[src/rtl/btn_debounce_multi.sv]
// btn_debounce_multi: multi-channel push-button conditioner.
// Raw button pins are double-flop synchronised and sampled on a shared
// prescaled tick. A level change is accepted only after STABLE consecutive
// ticks disagree with the current debounced level. Outputs are the clean
// level plus one-cycle press/release pulses per channel and the sample strobe.
// Optional build macro: AUTO_REPEAT_EN adds per-channel auto-repeat on PRESS
// (first repeat REP_DELAY ticks after the press, then every REP_RATE ticks).
module btn_debounce_multi #(
  parameter int NCH        = 2,
  parameter int DIV        = 1250000,
  parameter int STABLE     = 2,
  parameter int ACTIVE_LOW = 1,
  parameter int REP_DELAY  = 20,
  parameter int REP_RATE   = 4
) (
  input  logic           CLK,
  input  logic           nRST,
  input  logic [NCH-1:0] BIN,
  output logic [NCH-1:0] LEVEL,
  output logic [NCH-1:0] PRESS,
  output logic [NCH-1:0] RELEASE,
  output logic           TICK
);

  localparam int              CW         = (DIV > 1) ? $clog2(DIV) : 1;
  localparam int              SW         = $clog2(STABLE + 1);
  localparam logic [CW-1:0]   DIV_LAST   = CW'(DIV - 1);
  localparam logic [SW-1:0]   STABLE_C   = SW'(STABLE);
  localparam logic [NCH-1:0]  RELEASED_C = (ACTIVE_LOW != 0) ? {NCH{1'b1}} : {NCH{1'b0}};

  logic [CW-1:0]  div_cnt_r;
  logic           tick_s;
  logic [NCH-1:0] sync1_r;
  logic [NCH-1:0] sync2_r;
  logic [NCH-1:0] sample_s;
  logic [SW-1:0]  stab_r     [NCH];
  logic [SW-1:0]  stab_nxt_s [NCH];
  logic [NCH-1:0] level_nxt_s;
  logic [NCH-1:0] press_s;
  logic [NCH-1:0] release_s;
  logic [NCH-1:0] rep_pulse_s;

  // Sample strobe fires on the last count of each DIV-cycle period.
  assign tick_s   = (div_cnt_r == DIV_LAST);
  // Normalise the synchronised pins so that 1 always means pressed.
  assign sample_s = (ACTIVE_LOW != 0) ? ~sync2_r : sync2_r;

  // Prescaler: counts 0..DIV-1, wraps on tick; TICK is the registered strobe.
  always_ff @(posedge CLK) begin
    if (!nRST) begin
      div_cnt_r <= {CW{1'b0}};
      TICK      <= 1'b0;
    end else begin
      if (tick_s) begin
        div_cnt_r <= {CW{1'b0}};
      end else begin
        div_cnt_r <= div_cnt_r + CW'(1'b1);
      end
      TICK <= tick_s;
    end
  end

  // Two-flop synchroniser; reset loads the released level so no event follows reset.
  always_ff @(posedge CLK) begin
    if (!nRST) begin
      sync1_r <= RELEASED_C;
      sync2_r <= RELEASED_C;
    end else begin
      sync1_r <= BIN;
      sync2_r <= sync1_r;
    end
  end

  // Per-channel agreement filter: count disagreeing ticks, toggle level at STABLE.
  always_comb begin
    level_nxt_s = LEVEL;
    for (int i = 0; i < NCH; i++) begin
      stab_nxt_s[i] = stab_r[i];
      if (tick_s) begin
        if (sample_s[i] == LEVEL[i]) begin
          stab_nxt_s[i] = {SW{1'b0}};
        end else if ((stab_r[i] + SW'(1'b1)) >= STABLE_C) begin
          level_nxt_s[i] = ~LEVEL[i];
          stab_nxt_s[i]  = {SW{1'b0}};
        end else begin
          stab_nxt_s[i] = stab_r[i] + SW'(1'b1);
        end
      end else begin
        stab_nxt_s[i] = stab_r[i];
      end
    end
    press_s   = level_nxt_s & ~LEVEL;
    release_s = ~level_nxt_s & LEVEL;
  end

`ifdef AUTO_REPEAT_EN
  localparam int            RMAX        = (REP_DELAY > REP_RATE) ? REP_DELAY : REP_RATE;
  localparam int            RW          = $clog2(RMAX + 1);
  localparam logic [RW-1:0] REP_DELAY_C = RW'(REP_DELAY);
  localparam logic [RW-1:0] REP_RATE_C  = RW'(REP_RATE);

  logic [RW-1:0]  rep_cnt_r       [NCH];
  logic [RW-1:0]  rep_cnt_nxt_s   [NCH];
  logic [NCH-1:0] rep_phase_r;
  logic [NCH-1:0] rep_phase_nxt_s;

  // Repeat timing: first period is REP_DELAY ticks, later periods REP_RATE ticks.
  always_comb begin
    rep_pulse_s     = {NCH{1'b0}};
    rep_phase_nxt_s = rep_phase_r;
    for (int i = 0; i < NCH; i++) begin
      rep_cnt_nxt_s[i] = rep_cnt_r[i];
      if (!level_nxt_s[i] || press_s[i]) begin
        rep_cnt_nxt_s[i]   = {RW{1'b0}};
        rep_phase_nxt_s[i] = 1'b0;
      end else if (tick_s) begin
        if ((rep_cnt_r[i] + RW'(1'b1)) == (rep_phase_r[i] ? REP_RATE_C : REP_DELAY_C)) begin
          rep_pulse_s[i]     = 1'b1;
          rep_cnt_nxt_s[i]   = {RW{1'b0}};
          rep_phase_nxt_s[i] = 1'b1;
        end else begin
          rep_cnt_nxt_s[i] = rep_cnt_r[i] + RW'(1'b1);
        end
      end else begin
        rep_cnt_nxt_s[i] = rep_cnt_r[i];
      end
    end
  end

  // Repeat counter registers; cleared by reset so repeats restart from scratch.
  always_ff @(posedge CLK) begin
    if (!nRST) begin
      rep_phase_r <= {NCH{1'b0}};
      for (int i = 0; i < NCH; i++) begin
        rep_cnt_r[i] <= {RW{1'b0}};
      end
    end else begin
      rep_phase_r <= rep_phase_nxt_s;
      for (int i = 0; i < NCH; i++) begin
        rep_cnt_r[i] <= rep_cnt_nxt_s[i];
      end
    end
  end
`else
  assign rep_pulse_s = {NCH{1'b0}};
`endif

  // Filter state and registered level/event outputs.
  always_ff @(posedge CLK) begin
    if (!nRST) begin
      LEVEL   <= {NCH{1'b0}};
      PRESS   <= {NCH{1'b0}};
      RELEASE <= {NCH{1'b0}};
      for (int i = 0; i < NCH; i++) begin
        stab_r[i] <= {SW{1'b0}};
      end
    end else begin
      LEVEL   <= level_nxt_s;
      PRESS   <= press_s | rep_pulse_s;
      RELEASE <= release_s;
      for (int i = 0; i < NCH; i++) begin
        stab_r[i] <= stab_nxt_s[i];
      end
    end
  end

endmodule

[config.mk]
export PLATFORM = sky130hd
export DESIGN_NAME = btn_debounce_multi
export DESIGN_NICKNAME = d
export VERILOG_FILES = /design/src/rtl/btn_debounce_multi.sv
export SDC_FILE = /design/constraint.sdc
export NUM_CORES = 1
export LEC_CHECK = 0
export CAP_MARGIN = 25
export CORE_MARGIN = 2
export CORE_UTILIZATION = 44
export DETAILED_ROUTE_END_ITERATION = 7
export PLACE_DENSITY = 0.7
export SLEW_MARGIN = 20
export SYNTH_ARGS = -nofsm -noshare
export SYNTH_HDL_FRONTEND = slang
export SYNTH_SLANG_ARGS = --single-unit
[constraint.sdc]
create_clock -name CLK -period 2.2 [get_ports CLK]
set_input_delay 0.22 -clock CLK [delete_from_list [all_inputs] [get_ports CLK]]
set_output_delay 0.22 -clock CLK [all_outputs]
set_load 0.03 [all_outputs]
==> impl_metrics.csv, run 1 <==
group,metric,value,unit
pwr,fin_total_pwr,1009,uW
floorplan,die_w,62.34,um
drt,post_drt_via_cell_ratio,5.281,
synthesis,syn_nets,174,
synthesis,synth_flop_cell,"dfxtp_1",
timing,achievable-frequency,0.5279,GHz
timing,finClkSkew,3.692,ps
placement,gp_congestion,0.7850,
pwr,power_leakage,0.0005595,uW
layout,diodes,0,
clocking,cts_tree,"built",
critical_path,worst-path-max-fanout,10,
global_route,grt_antenna_before_repair,0,
timing,final.min_clock_period,1894,ps
synthesis,syn-instance-count,167,
layout,most-common-layout-cells,"dfxtp_1, nor2_1, a21oi_1",
critical_path,worst_setup_path_start_kind,"register",
critical_path,critical_path_arrival,2170,ps
drt,dr.max_layer_used,"met4",
synthesis,seq_area_frac_synth,0.4812,
floorplan,start_util,0.4524,
drt,drt_first_iter_violations,72,
synthesis,synthesis.area_per_instance,8.968,um^2
status,status,"finished clean",
floorplan,top_ports,11,
clocking,clk_pin_slew,100,ps
floorplan,die-area,0.003886,mm^2
timing,max_slew.worst_pin.slew,404.8,ps
placement,dp_hpwl,2014,um
layout,total_nets_final,189,
placement,count_of_buffers_from_port_buffering,10,
floorplan,core.rowCount,21,
drt,detail_route.first_pass.iterations,4,
global_route,grt_start_max_net_pins,24,
layout,utilization,0.5110,
timing,setup-tns-final,0,ps
job,max_cap_check_violation_count,0,
clocking,cts.hold.buffers_added,0,
pwr,powerDensity,596.7,mW/mm^2
synthesis,synth.area.top_cells,"dfxtp_1, xnor2_1, nor2_1, a21oi_1, ha_1",
synthesis,warnings_synthesis,0,
synthesis,post_synth_num_cell_types,29,
drt,drc,0,
clocking,clockRootBuffer,"clkbuf_4",
critical_path,setup.worst_path.class,"reg2reg",
clocking,post-cts-setup-buffer-count,0,
synthesis,number_of_enable_flip_flop_cells_after_synthesis,0,
global_route,global_route.overflow_total,0,
layout,area_growth,12.95,%
drt,met2RoutedLength,1342,um
drt,wire_per_inst,11.90,um
synthesis,number_of_flip_flops_and_latches_in_the_synthesized_netlist,36,
timing,maxSlewViolCount,0,
global_route,grt_use_total,0.1587,
clocking,clk_path_buf_depth,2,
clocking,cts_made_buffers,5,
floorplan,floorplan.core_area,0.003311,mm^2
synthesis,synth_async_sr_flop_share,0,
layout,fraction_of_final_layout_cells_sized_beyond_drive_strength_1,0.06593,
critical_path,setup.worst_path.end_class,"register",
synthesis,area_of_the_mapped_netlist,0.001498,mm^2
synthesis,synthDominantCellAreaShare,0.4812,
global_route,grt_pass1_vias,1168,
synthesis,synthDominantAreaCellType,"dfxtp_1",
min_path,min_path_type,"reg2reg",
global_route,grt_first_pass_wirelength,4836,um
drt,count_of_vias_placed_by_the_detailed_router,1204,
clocking,ctsHtreeMaxLevel,2,
layout,mostFrequentLayoutCell,"dfxtp_1",
clocking,number_of_clock_sinks,36,
drt,ant_nets,0,
drt,wl_met3,136,um
clocking,clk_latency,330,ps
floorplan,die_h,62.34,um
pwr,ir_worst_vdd,232.4,uV
critical_path,cp.required,2480,ps
timing,final_hold_viol_count,0,
drt,totalWireLength,2714,um
timing,worst_slew_margin_rel,0.7281,
timing,fin_crit_sh,0.8611,
timing,rsz0062_at_grt,"false",
timing,setup_viol_count_final,0,
drt,wirelength_met1,1172,um
clocking,cts_resized,0,
routing by layer:
layer / vias up / global-route usage
met5: - / 0
li1: 623 / -
met1: 551 / 0.1655
met4: 0 / 0.08333
met2: 24 / 0.2785
met3: 6 / 0.05797
synth_stat cells (all sizes together), types with 4 or more instances:
cell	count
xnor2	9
and2	4
nor2	20
nand4b	4
and3	5
nand3	6
nand2	7
dfxtp	36
o21ai	8
inv	9
or4	4
nand2b	4
nor3	7
o31ai	4
a21oi	11
nand4	6
or3	6
flip-flops by register name (all words and copies together) (netlist names):
signal     count
sync2_r        2
sync1_r        2
LEVEL          2
TICK           1
stab_r         4
div_cnt_r     21
PRESS          2
RELEASE        2
cell type report:
class,instances,area [um^2]
fillers,316,1619
multi-input cells,119,725.7
flip-flops and latches,36,720.7
repair buffers,11,107.6
well taps,46,57.56
clock buffers,6,41.29
inverters,9,33.78
clock inverters,1,5.005
worst max-delay path, cell delays in order, from the launching register on:
cell and delay [ps]:
dfxtp_1 400, ha_1 220, and4_1 250, nand4_1 280
nor3_1 460, and3_1 210
through the flow:
stage	setup WS [ps]	std cells	instance area, um^2	hold WS, ps
after floorplan	520.0	167	1498	293.0
after global placement	413.5	221	1645	397.1
after detailed placement	318.0	221	1645	393.7
after CTS	290.9	228	1692	416.6
after global routing	71.94	228	1692	424.6
final	305.6	228	1692	414.6
logic make-up after synthesis:
| logic type | Yosys count | synth area share |
|---|---|---|
| DFF | 36 | 0.4812 |
| AOI/OAI and AO/OA | 23 | 0.08354 |
| and+or+nand+nor | 81 | 0.3058 |
| adders and majority gates | 3 | 0.02507 |
| xor gates and xnor gates | 12 | 0.07018 |
| buffers and inverters | 12 | 0.03425 |
path summary, 6_finish.rpt:
kind | to | depth (start not counted) | slack (ps) | from
setup / recovery | RELEASE[0] | 5 | 310 | div_cnt_r[0]
hold / removal | sync2_r[1] | 1 | 410 | sync1_r[1]
setup reg to reg | RELEASE[0] | 5 | 310 | div_cnt_r[0]
hold reg to reg | sync2_r[1] | 1 | 410 | sync1_r[1]
power by group:
part / total [uW] / leakage (uW) / switching, uW / internal [uW]
clock: 315 / 0.0000281 / 197 / 118
combinational: 28.5 / 0.000240 / 15.0 / 13.5
sequential: 666 / 0.000291 / 6.62 / 659
total: 1010 / 0.000560 / 219 / 790
Note: power is estimated with default switching activity, not from simulation.
==> run 2: changes to the inputs <==
--- a/config.mk
+++ b/config.mk
@@ -10,6 +10,7 @@
 export CORE_UTILIZATION = 44
 export DETAILED_ROUTE_END_ITERATION = 7
 export PLACE_DENSITY = 0.7
+export SKIP_CTS_REPAIR_TIMING = 1
 export SLEW_MARGIN = 20
 export SYNTH_ARGS = -nofsm -noshare
 export SYNTH_HDL_FRONTEND = slang
==> results of run 2 <==
Final layout, timing and power as in run 1 (identical DEF).
==> run 3: changes to the inputs <==
--- a/config.mk
+++ b/config.mk
@@ -6,7 +6,7 @@
 export NUM_CORES = 1
 export LEC_CHECK = 0
 export CAP_MARGIN = 25
-export CORE_MARGIN = 2
+export CORE_MARGIN = 5
 export CORE_UTILIZATION = 44
 export DETAILED_ROUTE_END_ITERATION = 7
 export PLACE_DENSITY = 0.7
==> impl_metrics.csv, run 3 (synthesis results as in run 1) <==
group,metric,value,unit
floorplan,core.rowCount,21,
pwr,power.switching_fraction,0.2040,
timing,finClkSkew,6.801,ps
critical_path,depth_of_the_most_critical_reg_to_reg_path,5,
min_path,worstHoldEndpoint,"sync2_r[1]",
clocking,cts_made_buffers,5,
floorplan,die-area,0.004670,mm^2
job,max_cap_check_violation_count,0,
layout,fillerInstances,311,
drt,drc,0,
timing,worst_slew_margin_rel,0.6923,
pwr,fin_total_pwr,1076,uW
drt,drt_first_iter_violations,95,
drt,wire_per_inst,12.39,um
global_route,grt_use_total,0.1407,
clocking,ctsHtreeMaxLevel,2,
layout,multi_input_comb_area,725.7,um^2
layout,register_area,720.7,um^2
placement,count_of_buffers_from_port_buffering,10,
min_path,whs_path_depth,1,
timing,hold_slack,416.1,ps
pwr,powerDensity,624.5,mW/mm^2
pwr,total_switching_power,219.4,uW
drt,count_of_vias_placed_by_the_detailed_router,1229,
pwr,power_leakage,0.0005734,uW
placement,gp_congestion,0.8201,
critical_path,setup.worst_path.class,"reg2reg",
critical_path,setup.worst_path.end_class,"register",
critical_path,worst_setup_path_start_kind,"register",
floorplan,die_w,68.34,um
timing,final.min_clock_period,1949,ps
layout,fraction_of_final_layout_cells_sized_beyond_drive_strength_1,0.07143,
global_route,grt_antenna_before_repair,0,
critical_path,crit-reg2reg-launch,"div_cnt_r[0]",
pwr,clock_power_share,0.351,
min_path,worst_hold_startpoint,"sync1_r[1]",
floorplan,start_util,0.4524,
min_path,min_path_type,"reg2reg",
timing,rsz0062_at_grt,"false",
critical_path,worst_r2r_endpoint,"RELEASE[1]",
layout,total_nets_final,189,
layout,layout.cells.non_filler,228,
floorplan,top_ports,11,
layout,reg_top3,"div_cnt_r (21), stab_r (4)",
layout,mostFrequentLayoutCell,"dfxtp_1",
critical_path,cp.required,2480,ps
pwr,power.internal,856.4,uW
drt,post_drt_via_cell_ratio,5.390,
timing,maxSlewViolCount,0,
clocking,clk_latency,330,ps
layout,utilization,0.5204,
layout,area_growth,15.04,%
timing,final_hold_viol_count,0,
status,status,"finished clean",
global_route,grt_start_max_net_pins,23,
clocking,number_of_clock_sinks,36,
layout,top_register_by_number_of_flip_flops,"div_cnt_r",
placement,placed_cells,221,
pwr,combPwrFrac,0.029,
global_route,grt_first_pass_wirelength,4836,um
clocking,clk_pin_slew,100,ps
critical_path,critical_path_arrival,2230,ps
pwr,ir_worst_vdd,341.7,uV
global_route,global_route.overflow_total,0,
drt,totalWireLength,2826,um
floorplan,floorplan.core_area,0.003311,mm^2
clocking,clk_path_buf_depth,2,
clocking,cts_tree,"built",
floorplan,die_h,68.34,um
placement,dp_hpwl,2052,um
timing,fin_crit_sh,0.8859,
clocking,clockRootBuffer,"clkbuf_4",
timing,setup_viol_count_final,0,
drt,ant_nets,0,
drt,detail_route.first_pass.iterations,4,
pwr,p_seq_frac,0.619,
layout,diodes,0,
layout,most-common-layout-cells,"dfxtp_1, nor2_1, a21oi_1",
timing,setup-tns-final,0,ps
layout,largest_register_ffs,21,
global_route,grt_pass1_vias,1121,
timing,max_slew.worst_pin.slew,458.1,ps
timing,achievable-frequency,0.5131,GHz
critical_path,worst-path-max-fanout,10,
critical_path,timing.reg2reg.setup_slack,250,ps
-- run 3: cell count changes in the layout (fill, tap and decap cells not counted) --
| cell | delta |
|---|---|
| clkinv_2 | -1 |
| buf_4 | -1 |
| clkbuf_1 | -1 |
| clkbuf_8 | +2 |
| buf_12 | +1 |
-- run 3: cell type report --
type / count / share of cell area
flip-flops and latches: 36 / 0.4183
well taps: 46 / 0.03341
inverters: 9 / 0.01961
clock buffers: 7 / 0.03776
repair buffers: 11 / 0.06972
multi-input cells: 119 / 0.4212
-- run 3: stage by stage --
| stage | worst slack (ps) | area [um^2] |
|---|---|---|
| 2_1_floorplan | 520.0 | 1498 |
| 3_3_place_gp | 396.4 | 1658 |
| 3_5_place_dp | 279.0 | 1658 |
| 4_1_cts | 254.6 | 1723 |
| 5_1_grt | 12.15 | 1723 |
| 6_report | 250.9 | 1723 |
-- run 3: worst max-delay path by stage --
stage                      start       endpoint  slack, ps  cells past startpoint
floorplan           div_cnt_r[0]  div_cnt_r[10]        520                      6
global placement    div_cnt_r[4]       PRESS[0]        400                      4
detailed placement  div_cnt_r[0]     RELEASE[1]        280                      5
CTS                 div_cnt_r[0]     RELEASE[1]        250                      5
global route        div_cnt_r[0]     RELEASE[1]         10                      5
finish              div_cnt_r[0]     RELEASE[1]        250                      5
-- run 3: layer usage --
| metal | GRT usage | wire length [um] | vias to the layer above |
|---|---|---|---|
| met4 | 0.07444 | 63 | 0 |
| met2 | 0.2286 | 1383 | 35 |
| met5 | 0 | 0 | - |
| met1 | 0.1573 | 1189 | 564 |
| li1 | - | - | 622 |
| met3 | 0.05583 | 191 | 8 |
-- run 3: worst max-delay path: stages, from the launching register on --
cell and delay (ps):
dfxtp_1 410, ha_1 220, and4_1 240, nand4_1 290, nor3_1 510, and3_1 230
-- run 3: power groups by stage --
| stage | clock network [uW] | registers, uW | logic [uW] |
|---|---|---|---|
| 6_report | 378 | 666 | 31.5 |
| 5_1_grt | 429 | 668 | 35.2 |
| 4_1_cts | 395 | 667 | 31.9 |
| 3_5_place_dp | 0 | 682 | 31.7 |
| 3_3_place_gp | 0 | 681 | 30.9 |
| 2_1_floorplan | 0 | 679 | 18.2 |
